### src/rtl/tile_raster_engine.sv
// Tile raster engine: draws one grid tile as a stream of registered pixel writes,
// one per cycle, with optional 1-pixel outline and off-screen clipping.
module tile_raster_engine #(
    parameter int X_W       = 8,
    parameter int Y_W       = 7,
    parameter int COLOR_W   = 3,
    parameter int TILE_W    = 19,
    parameter int TILE_H    = 14,
    parameter int GAP       = 1,
    parameter int ORIGIN_X  = 4,
    parameter int ORIGIN_Y  = 4,
    parameter int GRID_COLS = 8,
    parameter int GRID_ROWS = 8,
    parameter int SCREEN_W  = 160,
    parameter int SCREEN_H  = 120
) (
    input  logic               clk,
    input  logic               reset,
    input  logic               start,
    input  logic [3:0]         tile_col,
    input  logic [3:0]         tile_row,
    input  logic [COLOR_W-1:0] fill_color,
    input  logic [COLOR_W-1:0] border_color,
    input  logic               border_en,
    output logic               busy,
    output logic               done,
    output logic               err,
    output logic               plot,
    output logic [X_W-1:0]     x_out,
    output logic [Y_W-1:0]     y_out,
    output logic [COLOR_W-1:0] color_out
);

    localparam int PX_W = $clog2(TILE_W);
    localparam int PY_W = $clog2(TILE_H);
    localparam logic [PX_W-1:0] PX_LAST = PX_W'(TILE_W - 1);
    localparam logic [PY_W-1:0] PY_LAST = PY_W'(TILE_H - 1);

    typedef enum logic [1:0] {StIdle, StDraw, StDone} state_e;

    state_e             state_q, state_d;
    logic [PX_W-1:0]    px_q, px_d;
    logic [PY_W-1:0]    py_q, py_d;
    logic [3:0]         col_q, col_d;
    logic [3:0]         row_q, row_d;
    logic [COLOR_W-1:0] fill_q, fill_d;
    logic [COLOR_W-1:0] border_q, border_d;
    logic               ben_q, ben_d;
    logic               rej_q, rej_d;
    logic               busy_q, busy_d;
    logic               done_q, done_d;
    logic               err_q, err_d;
    logic               plot_q, plot_d;
    logic [X_W-1:0]     x_q, x_d;
    logic [Y_W-1:0]     y_q, y_d;
    logic [COLOR_W-1:0] color_q, color_d;

    // Full-width pixel coordinates; kept wide so clipping sees the untruncated value
    logic [31:0] x_full, y_full;
    logic        on_edge;

    // Pixel coordinate and outline decode for the current raster position
    always_comb begin
        x_full  = 32'(ORIGIN_X) + 32'(col_q) * 32'(TILE_W + GAP) + 32'(px_q);
        y_full  = 32'(ORIGIN_Y) + 32'(row_q) * 32'(TILE_H + GAP) + 32'(py_q);
        on_edge = (px_q == '0) || (px_q == PX_LAST) || (py_q == '0) || (py_q == PY_LAST);
    end

    // Next-state logic: request capture, raster walk and registered pixel outputs
    always_comb begin
        state_d  = state_q;
        px_d     = px_q;
        py_d     = py_q;
        col_d    = col_q;
        row_d    = row_q;
        fill_d   = fill_q;
        border_d = border_q;
        ben_d    = ben_q;
        rej_d    = rej_q;
        busy_d   = (state_q != StIdle);
        done_d   = 1'b0;
        err_d    = 1'b0;
        plot_d   = 1'b0;
        x_d      = x_q;
        y_d      = y_q;
        color_d  = color_q;

        case (state_q)
            StIdle: begin
                if (start) begin
                    col_d    = tile_col;
                    row_d    = tile_row;
                    fill_d   = fill_color;
                    border_d = border_color;
                    ben_d    = border_en;
                    px_d     = '0;
                    py_d     = '0;
                    if ((32'(tile_col) >= 32'(GRID_COLS)) || (32'(tile_row) >= 32'(GRID_ROWS))) begin
                        rej_d   = 1'b1;
                        state_d = StDone;
                    end else begin
                        rej_d   = 1'b0;
                        state_d = StDraw;
                    end
                end
            end
            StDraw: begin
                x_d     = x_full[X_W-1:0];
                y_d     = y_full[Y_W-1:0];
                color_d = (ben_q && on_edge) ? border_q : fill_q;
                // Clipped pixels still take a cycle so latency is geometry-independent
                plot_d  = (x_full < 32'(SCREEN_W)) && (y_full < 32'(SCREEN_H));
                if (px_q == PX_LAST) begin
                    px_d = '0;
                    if (py_q == PY_LAST) begin
                        state_d = StDone;
                    end else begin
                        py_d = py_q + 1'b1;
                    end
                end else begin
                    px_d = px_q + 1'b1;
                end
            end
            StDone: begin
                done_d  = 1'b1;
                err_d   = rej_q;
                state_d = StIdle;
            end
            default: state_d = StIdle;
        endcase
    end

    // State and output registers, synchronous reset
    always_ff @(posedge clk) begin
        if (reset) begin
            state_q  <= StIdle;
            px_q     <= '0;
            py_q     <= '0;
            col_q    <= '0;
            row_q    <= '0;
            fill_q   <= '0;
            border_q <= '0;
            ben_q    <= 1'b0;
            rej_q    <= 1'b0;
            busy_q   <= 1'b0;
            done_q   <= 1'b0;
            err_q    <= 1'b0;
            plot_q   <= 1'b0;
            x_q      <= '0;
            y_q      <= '0;
            color_q  <= '0;
        end else begin
            state_q  <= state_d;
            px_q     <= px_d;
            py_q     <= py_d;
            col_q    <= col_d;
            row_q    <= row_d;
            fill_q   <= fill_d;
            border_q <= border_d;
            ben_q    <= ben_d;
            rej_q    <= rej_d;
            busy_q   <= busy_d;
            done_q   <= done_d;
            err_q    <= err_d;
            plot_q   <= plot_d;
            x_q      <= x_d;
            y_q      <= y_d;
            color_q  <= color_d;
        end
    end

    assign busy      = busy_q;
    assign done      = done_q;
    assign err       = err_q;
    assign plot      = plot_q;
    assign x_out     = x_q;
    assign y_out     = y_q;
    assign color_out = color_q;

endmodule

### config.mk
export PLATFORM = sky130hd
export DESIGN_NAME = tile_raster_engine
export DESIGN_NICKNAME = d
export VERILOG_FILES = /design/src/rtl/tile_raster_engine.sv
export SDC_FILE = /design/constraint.sdc
export NUM_CORES = 1
export LEC_CHECK = 0
export ABC_CLOCK_PERIOD_IN_PS = 6000
export CORE_MARGIN = 5
export CORE_UTILIZATION = 50
export DETAILED_ROUTE_END_ITERATION = 10
export HOLD_SLACK_MARGIN = 0.02
export PLACE_DENSITY = 0.74
export SLEW_MARGIN = 10
export SYNTH_ARGS = -nofsm -noshare
export SYNTH_HDL_FRONTEND = slang
export SYNTH_SLANG_ARGS = --single-unit
### constraint.sdc
create_clock -name clk -period 6 [get_ports clk]
set_clock_uncertainty 0.2 [all_clocks]
set_input_delay 1.8 -clock clk [delete_from_list [all_inputs] [get_ports clk]]
set_output_delay 1.8 -clock clk [all_outputs]
set_load 0.01 [all_outputs]
Word-level counts from Yosys, hierarchy flattened
Index checks and enable logic that the tools add are counted.

cells by class
  reduce and logical (&&, ||, !) cells = 17
  add/subtract/negate cells = 6
  equality and inequality tests = 8
  $lt $le $gt $ge = 4
  $mul = 2
  multiplexer cells = 15
  bitwise operators = 2

operator list
  kind                                                          count
  two-way mux 4 bit                                             3
  adder 10 x 5 -> 11 bit                                        1
  less-than comparator 11 x 8 -> 1 bit (second input constant)  1
  adder 3 x 9 -> 10 bit (first input constant)                  1
  adder 9 x 4 -> 10 bit                                         1
  less-than comparator 10 x 7 -> 1 bit (second input constant)  1
  two-way mux 5 bit                                             2
  case mux 5 bit (2 select lines)                               1
  adder 3 x 8 -> 9 bit (first input constant)                   1
  greater-or-equal comparator 4 bit (second input constant)     2
  multiplier 4 x 4 -> 8 bit (second input constant)             1
  two-way mux 2 bit                                             4
  != test 2 bit (second input constant)                         4
  case mux 4 bit (2 select lines)                               1
  multiplier 4 x 3 -> 7 bit (second input constant)             1
  adder 5 x 1 -> 5 bit (second input constant)                  1
  equality test 5 bit (second input constant)                   1
  zero test 5 bit                                               1
  adder 4 x 1 -> 4 bit (second input constant)                  1
  equality test 4 bit (second input constant)                   1
  zero test 4 bit                                               1
  logical OR 1 bit                                              4
  case mux 2 bit (2 select lines)                               1
  AND reduction 2 bit                                           2
  other kinds (11)                                              16

storage, ports and cells
  input port bits = 18
  bits in registers = 49

Logic depth before layout (Yosys ltp)
  depth after elaboration = 6
  mapped depth = 11

Worst setup path before layout
No wires, ideal clock.

  kind = register -> register
  from = register row_q[2]
  to = register plot_q, in the netlist plot
  arrival time = 3,265 ps
  required time = 5,666 ps
  path buffers = 0
  cell stages (with the launch flop) = 12
  setup slack = 2,401 ps
  cells stage by stage = dfxtp_1 -> fa_1 -> inv_1 -> fa_1 -> fa_1 -> inv_1 -> ha_1 -> o21ai_0 -> or2_1 -> o311ai_0 -> nor4b_1 -> a2111oi_2

between the ends
  word-level cells in the longest chain between the ends = 5

RTL lines
  what                                  line  source
  start: declaration                    45    logic [3:0] row_q, row_d;
  start signal: assignment              157   row_q <= row_d;
  multiplier 4 x 4 -> 8 bit             65    y_full = 32'(ORIGIN_Y) + 32'(row_q) * 32'(TILE_H + GAP) + 32'(py_q);
  adder 3 x 8 -> 9 bit                  65
  adder 9 x 4 -> 10 bit                 65
  less-than comparator 10 x 7 -> 1 bit  112   plot_d = (x_full < 32'(SCREEN_W)) && (y_full < 32'(SCREEN_H));
  logical AND 1 bit                     112
  end signal: assignment                165   plot_q <= plot_d;
  end: declaration                      53    logic plot_q, plot_d;

No other way between the ends.
A chain may end at the register's enable or synchronous reset.

Worst setup path after layout
Same ends and word-level chain as after synthesis.

==> impl_metrics.csv <==
group,metric,value,unit
status,outcome,"finished, final reports clean",
detailed_routing,via_count,2428,
setup_path,path_cells,"fa_1 -> inv_1 -> fa_1 -> fa_1 -> inv_1 -> ha_1 -> o21ai_0 -> or2_1 -> o311ai_0 -> nor4b_1 -> a2111oi_2",
clocking,clock-sinks,49,
cells_and_area,fillers,533,
clocking,clockRootBuffer,"clkbuf_8",
grt,grt_overflow_total,0,
die,fp.dieH,86.8,um
placed_design,gp_congestion,0.847,
logic_synthesis,yosysMostFrequentCell,"dfxtp_1",
placed_design,postPlaceCellArea,3390,um2
timing,rsz0062_at_grt,"false",
logic_synthesis,synth_area_leaders,"dfxtp_1 33%, ha_1 16%, fa_1 6.1%, nand2_1 6.1%, a21oi_1 5.6%",
setup_path,critPathTopFamily,"adder cells",
logic_synthesis,ys_seq_elements,49,
timing,setup_viol,0,
cells_and_area,drive_above_1_share,5.32,%
logic_synthesis,synth_common_cells,"49 x dfxtp_1, 48 x nand2_1, 37 x ha_1, 33 x a21oi_1, 30 x nor2_1",
setup_path,critical_path_arrival,3.88,ns
grt,first_global_vias,2324,
logic_synthesis,synth_seq_area_share,33.3,%
clocking,cts_buffers,5,
detailed_routing,drc_errors,0,
placed_design,dp_hpwl,4480,um
grt,grtUsageTotal,17.0,%
run,drv_cap,0,
clocking,holdBufCountCts,0,
grt,antenna_found_initial,0,
clocking,clockBufferDepth,2,
clocking,clk_latency,0.30,ns
cells_and_area,antenna_cells,0,
setup_path,end_kind,"flop",
setup_path,r2r_slack,2.11,ns
setup_path,path_max_fanout,7,
timing,finalSetupTns,0,ns
grt,grt_max_degree,32,
cells_and_area,final_cells,451,
logic_synthesis,async_flop_share,0,%
placed_design,portBuffers,39,
detailed_routing,routedWlPerCell,13.5,um
detailed_routing,antenna_left,0,
timing,min_period,3.89,ns
die,io_pins,40,
clocking,h-tree-depth,2,
timing,drv_slew,0,
cells_and_area,fin_util,60.3,%
setup_path,r2r_cells,11,
timing,fmax,0.257,GHz
placed_design,place_ws,2.10,ns
detailed_routing,routed_wl,6080,um
die,dieArea,7530,um2
logic_synthesis,synth_flop_cell,"dfxtp_1",
setup_path,cpMostUsedCell,"fa_1",
timing,worst_slew_pin_slew,1.15,ns
logic_synthesis,syn-cell-area,2950,um2
die,rows,28,
min_path,hold_path.class,"reg -> reg",
setup_path,worstPathRequired,5.99,ns
cells_and_area,design_area,3510,um2
die,die_width,86.8,um
die,initial_core_util,50.7,%
logic_synthesis,yosysWarnings,0,
clocking,clkSlewWorstSetupHoldPaths,0.10,ns
logic_synthesis,synth_cell_types,47,
detailed_routing,drt-initial-drc-count,69,
setup_path,crit_path_start_kind,"flop",
grt,grt_pass1_wl,10300,um
clocking,postCtsSetupBuffers,0,
setup_path,critPathKind,"reg -> reg",
clocking,cts_tree,"done",
setup_path,r2r_end,"plot",
logic_synthesis,synth-edff-count,0,
logic_synthesis,synthesis.nets,406,
timing,timing.final.crit_share,64.8,%
pwr,finalPower,0.857,mW
die,core,5820,um2
timing,slew_headroom,23.1,%
timing,hold_violations,0,
logic_synthesis,avgSynthCellArea,8.62,um2
placed_design,dpl.cell_count,443,
logic_synthesis,synth.largest_area_cell,"dfxtp_1",
logic_synthesis,syn_inst,342,
timing,finalWorstSetupSlack,2.11,ns
pwr,powerDensity,244,nW/um2
cells_and_area,fin_nets,439,
setup_path,critPathBufInv,2,
setup_path,cp_slowest_cell,"dfxtp_1",
logic_synthesis,yosysTopAreaCellShare,33.3,%
min_path,holdPathStages,2,
timing,hold-worst-slack,0.258,ns
clocking,cts.repair.resized,0,
pwr,p_leak,1.46,nW
setup_path,r2r-start,"row_q[2]",
detailed_routing,via_per_inst,5.38,
setup_path,slowest_delay,0.52,ns
min_path,hold_path_startpoint,"x_out[0]",
min_path,holdPathEnd,"x_out[0]",
cells_and_area,area_growth,18.9,%
pwr,ir_worst_vdd,0.125,mV
detailed_routing,drt_first_pass_iters,4,
area by class of cell:
class	instances	area (um2)	share of cell area (%)
clock buffers	5	68.8	1.96
clock inverters	3	50.0	1.43
inverters	24	90.1	2.57
multi-input cells	255	1820	52.0
flip-flops and latches	49	981	28.0
well taps	75	93.8	2.68
repair buffers	40	398	11.3
per-layer routing:
metal | part of all wire, % | track usage (%) | vias up | wire (um)
met2 | 50 | 29.7 | 38 | 3020
met1 | 45 | 21.0 | 1132 | 2750
met3 | 3.6 | 2.85 | 10 | 217
li1 | - | - | 1248 | -
met4 | 1.6 | 5.52 | 0 | 95
met5 | 0 | 0 | - | 0
layout by cell type (no fill, tap or decap), types with 2 or more instances in the layout:
master           synthesis  final
a21oi_1                 33     33
a21o_1                   3      3
clkbuf_8                 0      5
xor2_1                   2      2
nand3_1                  4      4
and2_1                   3      3
xnor2_1                  8      8
nand2_1                 48     48
ha_1                    37     37
or3_1                    3      3
nand4_1                  3      3
nor3_1                  12     12
nor3b_1                  5      5
nor2_1                  30     30
mux2i_1                  5      5
dfxtp_1                 49     49
inv_1                   24     24
fa_1                     9      9
o2111ai_1                2      2
a211oi_1                14     14
o21ai_0                  9      9
clkdlybuf4s50_1          0     39
state kept, by name, summed over array words and instances, names as in the netlist, 2 cells and up:
register and count:
py_q 4, row_q 4, y_out 7, px_q 5, col_q 4, fill_q 3, state_q 2, border_q 3
color_out 3, x_out 8
how the worst max path moves through the flow:
stage	start	to	slack [ns]	depth (start not counted)
after floorplan	row_q[2]	plot	2.40	11
after global placement	row_q[2]	plot	2.22	11
after detailed placement	row_q[2]	plot	2.10	11
after CTS	row_q[2]	plot	2.09	11
after global routing	row_q[2]	plot	1.90	11
final	row_q[2]	plot	2.11	11
kinds of logic (layout without fill, tap and decap cells):
| logic type | after synthesis | after routing | synth area share (%) |
|---|---|---|---|
| multiplexers | 6 | 6 | 2.08 |
| buffers and inverters | 38 | 72 | 4.96 |
| flip-flops | 49 | 49 | 33.3 |
| XOR/XNOR | 10 | 10 | 2.97 |
| AND/OR/NAND/NOR | 120 | 120 | 19.0 |
| adder cells (fa/ha/maj) | 46 | 46 | 21.8 |
| AO/OA/AOI/OAI | 73 | 73 | 16.0 |
report_power, final:
part	total, mW	leakage, nW	switching, mW	internal, mW
Combinational	0.232	1.00	0.126	0.106
Sequential	0.374	0.400	0.0221	0.352
Clock	0.250	0.0603	0.122	0.128
Total	0.857	1.46	0.270	0.586
worst min-delay path, stage by stage (launching register included):
cell	delay, ns
dfxtp_1	0.32
nand2_1	0.05
a21oi_1	0.05
(Power assumes the default switching activity.)
